<file path="config.mk">
export PLATFORM = sky130hd
export DESIGN_NAME = alu_pipe
export DESIGN_NICKNAME = d
export VERILOG_FILES = /design/src/rtl/alu_pkg.sv /design/src/rtl/alu_mul_iter.sv /design/src/rtl/alu_pipe.sv
export SDC_FILE = /design/constraint.sdc
export NUM_CORES = 1
export LEC_CHECK = 0
export ABC_AREA = 1
export ABC_CLOCK_PERIOD_IN_PS = 3100
export CAP_MARGIN = 10
export CORE_MARGIN = 8
export CORE_UTILIZATION = 50
export CTS_BUF_LIST = sky130_fd_sc_hd__clkbuf_8
export CTS_CLUSTER_SIZE = 14
export DETAILED_ROUTE_END_ITERATION = 7
export GPL_ROUTABILITY_DRIVEN = 0
export PLACE_DENSITY_LB_ADDON = 0.05
export SLEW_MARGIN = 30
export SYNTH_ARGS = -nofsm -noshare
export SYNTH_HDL_FRONTEND = slang
export SYNTH_SLANG_ARGS = --single-unit
</file>
<file path="constraint.sdc">
create_clock -name clk -period 3.1 [get_ports clk]
set_input_delay 0.31 -clock clk [delete_from_list [all_inputs] [get_ports clk]]
set_output_delay 0.31 -clock clk [all_outputs]
set_load 0.1 [all_outputs]
</file>
<file path="src/rtl/alu_pkg.sv">
// alu_pkg: shared definitions for the pipelined ALU.
// Holds the opcode numbers for both opcode pages, the two-state control FSM
// encoding and a sign-extension helper used for the immediate field.
package alu_pkg;

    // Page 0: base ISA opcodes
    localparam int OP_MOVE = 0;
    localparam int OP_ADD  = 1;
    localparam int OP_AND  = 2;
    localparam int OP_NOT  = 3;
    localparam int OP_NOR  = 4;
    localparam int OP_SLT  = 5;
    localparam int OP_SLL  = 6;
    localparam int OP_SRL  = 7;
    localparam int OP_J    = 8;
    localparam int OP_JAL  = 9;
    localparam int OP_LW   = 10;
    localparam int OP_SW   = 11;
    localparam int OP_BEQ  = 12;
    localparam int OP_BNE  = 13;
    localparam int OP_ADDI = 14;
    localparam int OP_LI   = 15;

    // Page 1: extension opcodes (bit 4 set)
    localparam int OP_SUB  = 16;
    localparam int OP_MUL  = 17;
    localparam int OP_SRA  = 18;
    localparam int OP_XOR  = 19;

    typedef enum logic {
        IDLE     = 1'b0,
        MUL_BUSY = 1'b1
    } state_t;

    // Sign-extend the low 'w' bits of 'val' to 32 bits (1 <= w <= 32).
    // Shifting the field up to bit 31 and arithmetic-shifting it back down
    // replicates its top bit without a variable bit-select.
    function automatic logic [31:0] sext(input logic [31:0] val, input int w);
        logic signed [31:0] t;
        t = $signed(val << (32 - w));
        return t >>> (32 - w);
    endfunction

endpackage

</file>
<file path="src/rtl/alu_mul_iter.sv">
// alu_mul_iter: iterative unsigned shift-add multiplier.
// Ports:
//   clk, rst_n   clock and asynchronous active-low reset
//   start        capture a and b and begin a WIDTH-iteration multiply
//   a, b         multiplicand and multiplier (sampled only on start)
//   busy         a multiply is in progress (including the done cycle)
//   done         product is final; held for one cycle, then busy drops
//   product      full 2*WIDTH-bit unsigned product
module alu_mul_iter
    import alu_pkg::*;
#(
    parameter int WIDTH = 8
) (
    input  logic                 clk,
    input  logic                 rst_n,
    input  logic                 start,
    input  logic [WIDTH-1:0]     a,
    input  logic [WIDTH-1:0]     b,
    output logic                 busy,
    output logic                 done,
    output logic [2*WIDTH-1:0]   product
);

    localparam int CNT_W = $clog2(WIDTH + 1);

    logic [WIDTH-1:0]   r_mcand;
    logic [2*WIDTH-1:0] r_prod;
    logic [CNT_W-1:0]   r_count;
    logic               r_busy;
    logic [WIDTH:0]     w_sum;

    // The product register starts as {0, multiplier}. Each iteration adds the
    // multiplicand into the upper half when the current multiplier LSB is set,
    // then shifts the whole register (with the add carry) right by one.
    assign w_sum = {1'b0, r_prod[2*WIDTH-1:WIDTH]} + (r_prod[0] ? {1'b0, r_mcand} : '0);

    assign done    = r_busy && (r_count == CNT_W'(WIDTH));
    assign busy    = r_busy;
    assign product = r_prod;

    // Multiply datapath and iteration counter
    always_ff @(posedge clk or negedge rst_n) begin
        if (!rst_n) begin
            r_mcand <= '0;
            r_prod  <= '0;
            r_count <= '0;
            r_busy  <= 1'b0;
        end else if (start) begin
            r_mcand <= a;
            r_prod  <= {{WIDTH{1'b0}}, b};
            r_count <= '0;
            r_busy  <= 1'b1;
        end else if (r_busy) begin
            if (done) begin
                r_busy <= 1'b0;
            end else begin
                r_prod  <= {w_sum, r_prod[WIDTH-1:1]};
                r_count <= r_count + 1'b1;
            end
        end
    end

endmodule

</file>
<file path="src/rtl/alu_pipe.sv">
// alu_pipe: parametrised ALU with a registered result stage and valid/ready
// handshakes on both sides. Single-cycle ops have latency 1; MUL runs on the
// iterative multiplier and back-pressures the requester while busy.
// Ports:
//   clk, rst_n             clock and asynchronous active-low reset
//   in_valid, in_ready     request handshake
//   op, imm, in0, in1, pc  request fields, sampled on accept
//   out_valid, out_ready   result handshake
//   out                    result
//   take_branch            jump or branch taken
//   overflow               signed overflow (ADD/SUB/ADDI) or MUL high half nonzero
//   zero                   out == 0
//   illegal                op undefined
module alu_pipe
    import alu_pkg::*;
#(
    parameter int WIDTH = 8,
    parameter int IMM_W = 4,
    parameter int OP_W  = 5
) (
    input  logic             clk,
    input  logic             rst_n,
    input  logic             in_valid,
    output logic             in_ready,
    input  logic [OP_W-1:0]  op,
    input  logic [IMM_W-1:0] imm,
    input  logic [WIDTH-1:0] in0,
    input  logic [WIDTH-1:0] in1,
    input  logic [WIDTH-1:0] pc,
    output logic             out_valid,
    input  logic             out_ready,
    output logic [WIDTH-1:0] out,
    output logic             take_branch,
    output logic             overflow,
    output logic             zero,
    output logic             illegal
);

    localparam int MSB = WIDTH - 1;

    state_t                 r_state;
    state_t                 w_nextState;

    logic [31:0]            w_opCode;
    logic                   w_isMul;
    logic                   w_accept;
    logic                   w_mulStart;
    logic                   w_mulBusy;
    logic                   w_mulDone;
    logic [2*WIDTH-1:0]     w_mulProduct;

    logic [WIDTH-1:0]       w_sextImm;
    logic [WIDTH-1:0]       w_sum;
    logic [WIDTH-1:0]       w_diff;
    logic [WIDTH-1:0]       w_negIn1;
    logic [WIDTH-1:0]       w_addi;
    logic signed [WIDTH-1:0] w_sra;

    logic [WIDTH-1:0]       w_result;
    logic                   w_takeBranch;
    logic                   w_overflow;
    logic                   w_illegal;

    logic [WIDTH-1:0]       r_out;
    logic                   r_outValid;
    logic                   r_takeBranch;
    logic                   r_overflow;
    logic                   r_zero;
    logic                   r_illegal;

    assign w_opCode  = 32'(op);
    assign w_isMul   = (w_opCode == OP_MUL);

    // A new request is taken only when idle and the result slot is free or
    // being drained this same cycle, which gives back-to-back throughput.
    assign in_ready   = (r_state == IDLE) && !w_mulBusy && (!r_outValid || out_ready);
    assign w_accept   = in_valid && in_ready;
    assign w_mulStart = w_accept && w_isMul;

    alu_mul_iter #(
        .WIDTH (WIDTH)
    ) u_mul (
        .clk     (clk),
        .rst_n   (rst_n),
        .start   (w_mulStart),
        .a       (in0),
        .b       (in1),
        .busy    (w_mulBusy),
        .done    (w_mulDone),
        .product (w_mulProduct)
    );

    assign w_sextImm = WIDTH'(sext(32'(imm), IMM_W));
    assign w_sum     = in0 + in1;
    assign w_diff    = in0 - in1;
    assign w_negIn1  = '0 - in1;
    assign w_addi    = in1 + w_sextImm;
    assign w_sra     = $signed(in1) >>> imm;

    // Combinational op mux for every single-cycle opcode. MUL is not
    // produced here; its result is loaded from the multiplier when done.
    always_comb begin
        w_result     = '0;
        w_takeBranch = 1'b0;
        w_overflow   = 1'b0;
        w_illegal    = 1'b0;
        case (w_opCode)
            OP_MOVE: w_result = in0;
            OP_ADD: begin
                w_result   = w_sum;
                w_overflow = (in0[MSB] == in1[MSB]) && (w_sum[MSB] != in0[MSB]);
            end
            OP_AND:  w_result = in0 & in1;
            OP_NOT:  w_result = ~in0;
            OP_NOR:  w_result = ~(in0 | in1);
            OP_SLT:  w_result = {{(WIDTH-1){1'b0}}, ($signed(in0) < $signed(in1))};
            OP_SLL:  w_result = in1 << imm;
            OP_SRL:  w_result = in1 >> imm;
            OP_J, OP_JAL: begin
                w_result     = in1 - pc - 1'b1;
                w_takeBranch = 1'b1;
            end
            OP_LW, OP_SW: w_result = in0 + w_sextImm;
            OP_BEQ: begin
                w_result     = w_sextImm;
                w_takeBranch = (in0 == in1);
            end
            OP_BNE: begin
                w_result     = w_sextImm;
                w_takeBranch = (in0 != in1);
            end
            OP_ADDI: begin
                w_result   = w_addi;
                w_overflow = (in1[MSB] == w_sextImm[MSB]) && (w_addi[MSB] != in1[MSB]);
            end
            OP_LI:   w_result = w_sextImm;
            // Overflow is judged as the addition in0 + (-in1)
            OP_SUB: begin
                w_result   = w_diff;
                w_overflow = (in0[MSB] == w_negIn1[MSB]) && (w_diff[MSB] != in0[MSB]);
            end
            OP_MUL:  w_result = '0;
            OP_SRA:  w_result = w_sra;
            OP_XOR:  w_result = in0 ^ in1;
            default: w_illegal = 1'b1;
        endcase
    end

    // FSM state register
    always_ff @(posedge clk or negedge rst_n) begin
        if (!rst_n) begin
            r_state <= IDLE;
        end else begin
            r_state <= w_nextState;
        end
    end

    // FSM next-state logic
    always_comb begin
        w_nextState = r_state;
        case (r_state)
            IDLE:     if (w_mulStart) w_nextState = MUL_BUSY;
            MUL_BUSY: if (w_mulDone)  w_nextState = IDLE;
            default:  w_nextState = IDLE;
        endcase
    end

    // Result register. A MUL accept drops out_valid because in_ready
    // guarantees any previous result is being consumed in that cycle.
    always_ff @(posedge clk or negedge rst_n) begin
        if (!rst_n) begin
            r_out        <= '0;
            r_outValid   <= 1'b0;
            r_takeBranch <= 1'b0;
            r_overflow   <= 1'b0;
            r_zero       <= 1'b0;
            r_illegal    <= 1'b0;
        end else if ((r_state == MUL_BUSY) && w_mulDone) begin
            r_out        <= w_mulProduct[WIDTH-1:0];
            r_outValid   <= 1'b1;
            r_takeBranch <= 1'b0;
            r_overflow   <= |w_mulProduct[2*WIDTH-1:WIDTH];
            r_zero       <= (w_mulProduct[WIDTH-1:0] == '0);
            r_illegal    <= 1'b0;
        end else if (w_accept && !w_isMul) begin
            r_out        <= w_result;
            r_outValid   <= 1'b1;
            r_takeBranch <= w_takeBranch;
            r_overflow   <= w_overflow;
            r_zero       <= (w_result == '0);
            r_illegal    <= w_illegal;
        end else if (w_accept) begin
            r_outValid   <= 1'b0;
        end else if (r_outValid && out_ready) begin
            r_outValid   <= 1'b0;
        end
    end

    assign out         = r_out;
    assign out_valid   = r_outValid;
    assign take_branch = r_takeBranch;
    assign overflow    = r_overflow;
    assign zero        = r_zero;
    assign illegal     = r_illegal;

endmodule

</file>
Yosys cells after proc, flatten, opt, wreduce, memory -nomap -nowiden --
Cells that the tools add are included.
Storage, ports and cells: logic and storage cells 116, bits in read-only memories 0, input bits 37, register bits 43, bits in writable memories 0, memories 0, output and inout port bits 14, latch bits 0
Cells by class: multiply operators 0, order comparisons 1, equal/unequal tests 29, reduce and logical (&&, ||, !) cells 27, shifts and indexed selects 3, mux-type cells 30, $add $sub $neg 9, div/mod/pow operators 0, bitwise gates (word level) 6
Operators by type and width (count):
- 8-bit one-hot mux with 15 select lines | 1
- 16-bit 2-to-1 mux | 3
- 5-bit by 4-bit == test with 1-bit output, second input constant | 8
- 32-bit zero test | 1
- 8-bit adder | 3
- 8-bit 2-to-1 mux | 3
- 5-bit by 3-bit == test with 1-bit output, second input constant | 4
- 5-bit == test, second input constant | 4
- 20-bit OR reduction | 1
- 1-bit 2-to-1 mux | 17
- 8-bit zero test | 2
- 8-bit NOT | 2
- 8-bit subtractor | 2
- 4-bit 2-to-1 mux | 3
- 1-bit logical AND | 11
- 5-bit by 2-bit == test with 1-bit output, second input constant | 2
- 8-bit by 9-bit adder with 9-bit output | 1
- 8-bit AND | 1
- 8-bit == test | 1
- 8-bit < comparator | 1
- 8-bit inequality test | 1
- 8-bit OR | 1
- 8-bit OR reduction | 1
- 8-bit by 4-bit << shifter with 8-bit output | 1
- other kinds (21) | 30

Depth between registers and ports, before layout --
word-level depth 7, mapped depth 17

Modules after synthesis --
A second synthesis with hierarchy kept.
Unflattened totals: cells, all modules 1007, area total of the unflattened synthesis 5929.4 µm²
Modules (own cells, without submodules):
- alu_pipe | sequential area each 350.3 µm², cells each 790, instances 1, area each 4236.6 µm²
- alu_mul_iter | sequential area each 725.7 µm², cells each 217, instances 1, area each 1692.9 µm²

Least setup slack after synthesis --
No wires, ideal clock.
kind register to register, start register r_outValid (netlist: out_valid), end register r_out[0] (netlist: out[0]), period minus slack after synthesis 3.339 ns, data arrival time 3.201 ns, setup time 0.138 ns, data required time 2.962 ns, setup slack -0.239 ns, stages on the path, launching flop included 10, cells stage by stage dfrtp_1 -> inv_1 -> o21ai_0 -> nor2_1 -> nand2_1 -> nor2_1 -> nor2_1 -> buf_2 -> nand2_1 -> o221ai_1
On the way: cells in the longest elaborated chain, start to end 6
Ends and longest elaborated chain:
- start, declared | line alu_pipe.sv:65 | logic r_outValid;
- start signal, assigned | line alu_pipe.sv:173 | r_outValid <= 1'b0;
- start signal, assigned | line alu_pipe.sv:180 | r_outValid <= 1'b1;
- start signal, assigned | line alu_pipe.sv:187 | r_outValid <= 1'b1;
- 1-bit zero test | line alu_pipe.sv:76 | assign in_ready = (r_state == IDLE) && !w_mulBusy && (!r_outValid || out_ready);
- 1-bit logical OR | line alu_pipe.sv:76
- 1-bit logical AND | line alu_pipe.sv:76
- via in_ready | line alu_pipe.sv:24 | output logic in_ready,
- 1-bit logical AND | line alu_pipe.sv:77 | assign w_accept = in_valid && in_ready;
- 1-bit logical AND | line alu_pipe.sv:185 | end else if (w_accept && !w_isMul) begin
- 2-bit nonzero test (no line)
- end signal, assigned | line alu_pipe.sv:179 | r_out <= w_mulProduct[WIDTH-1:0];
- end signal, assigned | line alu_pipe.sv:186 | r_out <= w_result;
- end, declared | line alu_pipe.sv:64 | logic [WIDTH-1:0] r_out;
The timed path passes the listed nets, and every way through them passes these cells. A chain may end at the register's enable or synchronous reset.

Final worst setup path --
start input port in0[3], end register r_zero (netlist: zero)
On the way: cells in the longest elaborated chain, start to end 6
Ends and longest elaborated chain:
- start, declared | line alu_pipe.sv:27 | input logic [WIDTH-1:0] in0,
- parallel branches: the longest is 2 deep, another holds 8-bit subtractor
- 8-bit one-hot mux with 15 select lines (*) | line alu_pipe.sv:107 | case (w_opCode)
- 8-bit zero test (*) | line alu_pipe.sv:190 | r_zero <= (w_result == '0);
- 1-bit 2-to-1 mux (*) | line alu_pipe.sv:185
- 1-bit 2-to-1 mux (*) | line alu_pipe.sv:178 | end else if ((r_state == MUL_BUSY) && w_mulDone) begin
- end signal, assigned | line alu_pipe.sv:183 | r_zero <= (w_mulProduct[WIDTH-1:0] == '0);
- end signal, assigned | line alu_pipe.sv:190
- end, declared | line alu_pipe.sv:68 | logic r_zero;
Every way passes the cells marked *. The select of a mux whose other input is x is not followed.

==> run_results.csv <==
group,metric,value,unit
status,outcome,"finished with violations",
status,violations,"negative hold slack",
logic_synthesis,yosysMostFrequentCell,"nand2_1",
cts,cts_tree,"yes",
pwr,p_leak,3.673,nW
sta,tns,0,ns
sta,setup_violations,0,
logic_synthesis,ys_seq_elements,43,
worst_setup_path,worstPathBufferInverterCount,3,
grt,grt_overflow_total,0,
worst_setup_path,crit_chain,"clkdlybuf4s50_1, inv_1, ha_1, inv_1, a21oi_1, nand3_1, nand3_1, o21ai_0, nor2_1, nand2_1, nor2_1, nand2_1, nor2_1, nand2_1, a21oi_1",
cts,postCtsHoldBufs,0,
cts,numClockSinks,43,
logic_synthesis,synthTopCellsByArea,"nand2_1, dfrtp_1, ha_1, nand3_1, inv_1",
die,fp.dieH,122.9,µm
die,die-area,15100,µm²
die,num_rows,39,
logic_synthesis,postSynth.asyncResetShare,100.0,%
worst_setup_path,end_kind,"flip-flop",
pwr,p_sw,1.761,mW
pwr,sw_frac_of_total,52.35,%
route,routed_wl,20.14,mm
grt,antenna_found_initial,0,
worst_setup_path,critPathMaxStageDelay,0.61,ns
final_layout,instances_no_fill,1174,
worst_setup_path,r2r_slack,0.78,ns
logic_synthesis,yosys-top-cells-count,"nand2_1, inv_1, nand3_1, nor2_1, ha_1",
final_layout,final_util,58.83,%
die,pin_count,51,
grt,grt_pass1_wl,31.88,mm
worst_setup_path,r2r-end,"u_mul.product[15]",
worst_setup_path,cp_slowest_cell,"clkdlybuf4s50_1",
sta,rsz0062_at_grt,"no",
placement,portBuffers,50,
worst_setup_path,start_kind,"primary input",
sta,maxSlewHeadroom,33.69,%
logic_synthesis,synth.top_cell.area_share,20.44,%
worst_setup_path,cp.required,3.34,ns
sta,fmax,0.3623,GHz
cts,cts-root-buf,"clkbuf_8",
sta,worst_pin_slew,0.9915,ns
logic_synthesis,netlist_area,5710,µm²
worst_setup_path,worstRegToRegCells,14,
route,drtIter0Drc,971,
logic_synthesis,ys_types,34,
final_layout,design.final.nets,1129,
die,core,11270,µm²
final_layout,fillers,1191,
final_layout,drive_gt1_share,5.432,%
grt,grt_usage,27.06,%
pwr,p_int,1.603,mW
logic_synthesis,synth_largest_area_cell,"nand2_1",
logic_synthesis,avgSynthCellArea,5.936,µm²
pwr,peakVddDrop,860.4,µV
cts,clk_path_buf_depth,2,
logic_synthesis,synth_edf_count,0,
final_layout,seq_area,1076,µm²
logic_synthesis,ys.flop_type,"dfrtp_1",
worst_setup_path,crit_fanout,9,
worst_setup_path,r2r_start,"u_mul.product[0]",
route,firstDrtPassIters,7,
cts,clk_latency,0.30,ns
logic_synthesis,ys_warn_count,0,
sta,finalCriticalPeriod,2.760,ns
pwr,p_seq_share,26.8,%
pwr,pwr_density_cell,507.4,nW/µm²
worst_setup_path,cp_top_family,"buffers and inverters",
pwr,clockPowerShare,13.5,%
cts,htreeDepth,2,
grt,grt_pass1_vias,6141,
route,vias,6681,
logic_synthesis,ys_seq_area_share,18.84,%
logic_synthesis,postSynthCellCount,962,
route,ant_nets,0,
sta,clock_skew,0.006501,ns
pwr,total_power,3.365,mW
flow_run,maxCapViolations,0,
placement,hpwl,16.49,mm
min_path,hold_path.class,"primary input to async pin",
sta,hold_viol,32,
die,start_util,50.66,%
worst_setup_path,startpoint,"in0[3]",
worst_setup_path,crit_type,"primary input to flip-flop",
route,drc,0,
cts,cts-resized-gates,0,
cts,clkTransAtPathRegs,0.08,ns
sta,holdWs,-0.01509,ns
route,via_per_inst,5.691,
final_layout,multi_input_area,4001,µm²
die,die_w,122.9,µm
logic_synthesis,synth_nets,1061,
worst_setup_path,cp.arrival,3.00,ns
sta,finalCritPeriodShare,89.04,%
grt,grt_max_degree,44,
placement,post-place-cells,1166,
final_layout,diodes,0,
final_layout,syn_to_final_growth,16.13,%
cts,numCtsBuffers,5,
pwr,combPwrFrac,59.7,%
cts,cts_setup_buffers,0,
route,wire_per_inst,17.15,µm
sta,drv_slew,0,
-- state kept, by name, indices dropped and copies added (netlist names) --
| register | flops |
|---|---|
| r_state | 1 |
| u_mul.r_mcand | 8 |
| u_mul.r_count | 4 |
| u_mul.product | 16 |
| out_valid | 1 |
| u_mul.busy | 1 |
| illegal | 1 |
| out | 8 |
| take_branch | 1 |
| overflow | 1 |
| zero | 1 |
-- kinds of logic (layout without fill, tap and decap cells) --
kind of cell    count (synthesis)  after routing  synth area share, %
compound gates                100            100                10.45
xor+xnor                        8              8                1.227
fa+ha+maj                      62             62                14.37
buf+inv                       157            226                11.13
flops                          43             43                18.84
simple gates                  592            592                43.97
-- per-layer routing --
metal | up-vias | part of all wire [%] | routed length (µm) | global-route usage, %
li1 | 3272 | - | - | -
met1 | 2973 | 42 | 8445 | 35.58
met2 | 363 | 43 | 8722 | 41.62
met3 | 73 | 8.7 | 1759 | 3.588
met4 | 0 | 6.0 | 1210 | 16.07
met5 | - | 0 | 0 | 0
-- layout by cell type, fill, tap and decap left out, drive strengths merged, types with 2 or more instances in the layout --
cell	Yosys	layout
o211ai	6	6
clkinv	2	3
a32o	2	2
a21oi	33	33
nor4	4	4
o221ai	11	11
nand3b	8	8
nand4	26	26
o21a	5	5
o311ai	2	2
buf	18	37
inv	131	131
dfrtp	43	43
clkbuf	6	6
ha	56	56
nor3	3	3
o21ai	37	37
or2	5	5
nand2	311	311
xor2	6	6
nand3	126	126
fa	6	6
xnor2	2	2
clkdlybuf4s50	0	48
nor2	107	107
-- worst max path at each step --
stage / depth (start not counted) / to / slack [ns]
final: 15 / zero / 0.34
after global routing: 15 / zero / 0.21
after CTS: 15 / zero / 0.44
after detailed placement: 15 / zero / 0.12
after global placement: 15 / zero / 0.11
after floorplan: 9 / out[0] / 0.26
-- power by group through the flow --
stage | Clock (mW) | Combinational [mW] | Sequential, mW
finish | 0.456 | 2.01 | 0.900
global placement | 0 | 1.99 | 0.909
CTS | 0.464 | 2.00 | 0.900
global route | 0.486 | 2.17 | 0.928
floorplan | 0 | 0.923 | 1.40
detailed placement | 0 | 2.00 | 0.907
-- area by class of cell --
cell class              count  area share, %
clock buffers               6          1.245
multi-input cells         762          60.34
well taps                 143          2.698
clock inverters             2         0.5283
repair buffers             85          11.43
flip-flops and latches     43          16.23
inverters                 133          7.528
-- through the flow --
| step | setup slack, ns | area [µm²] |
|---|---|---|
| global placement | 0.1143 | 6511 |
| CTS | 0.4370 | 6629 |
| floorplan | 0.2583 | 5713 |
| finish | 0.3398 | 6631 |
| global route | 0.2139 | 6631 |
| detailed placement | 0.1159 | 6511 |
Power figures use the tool's default switching activity.
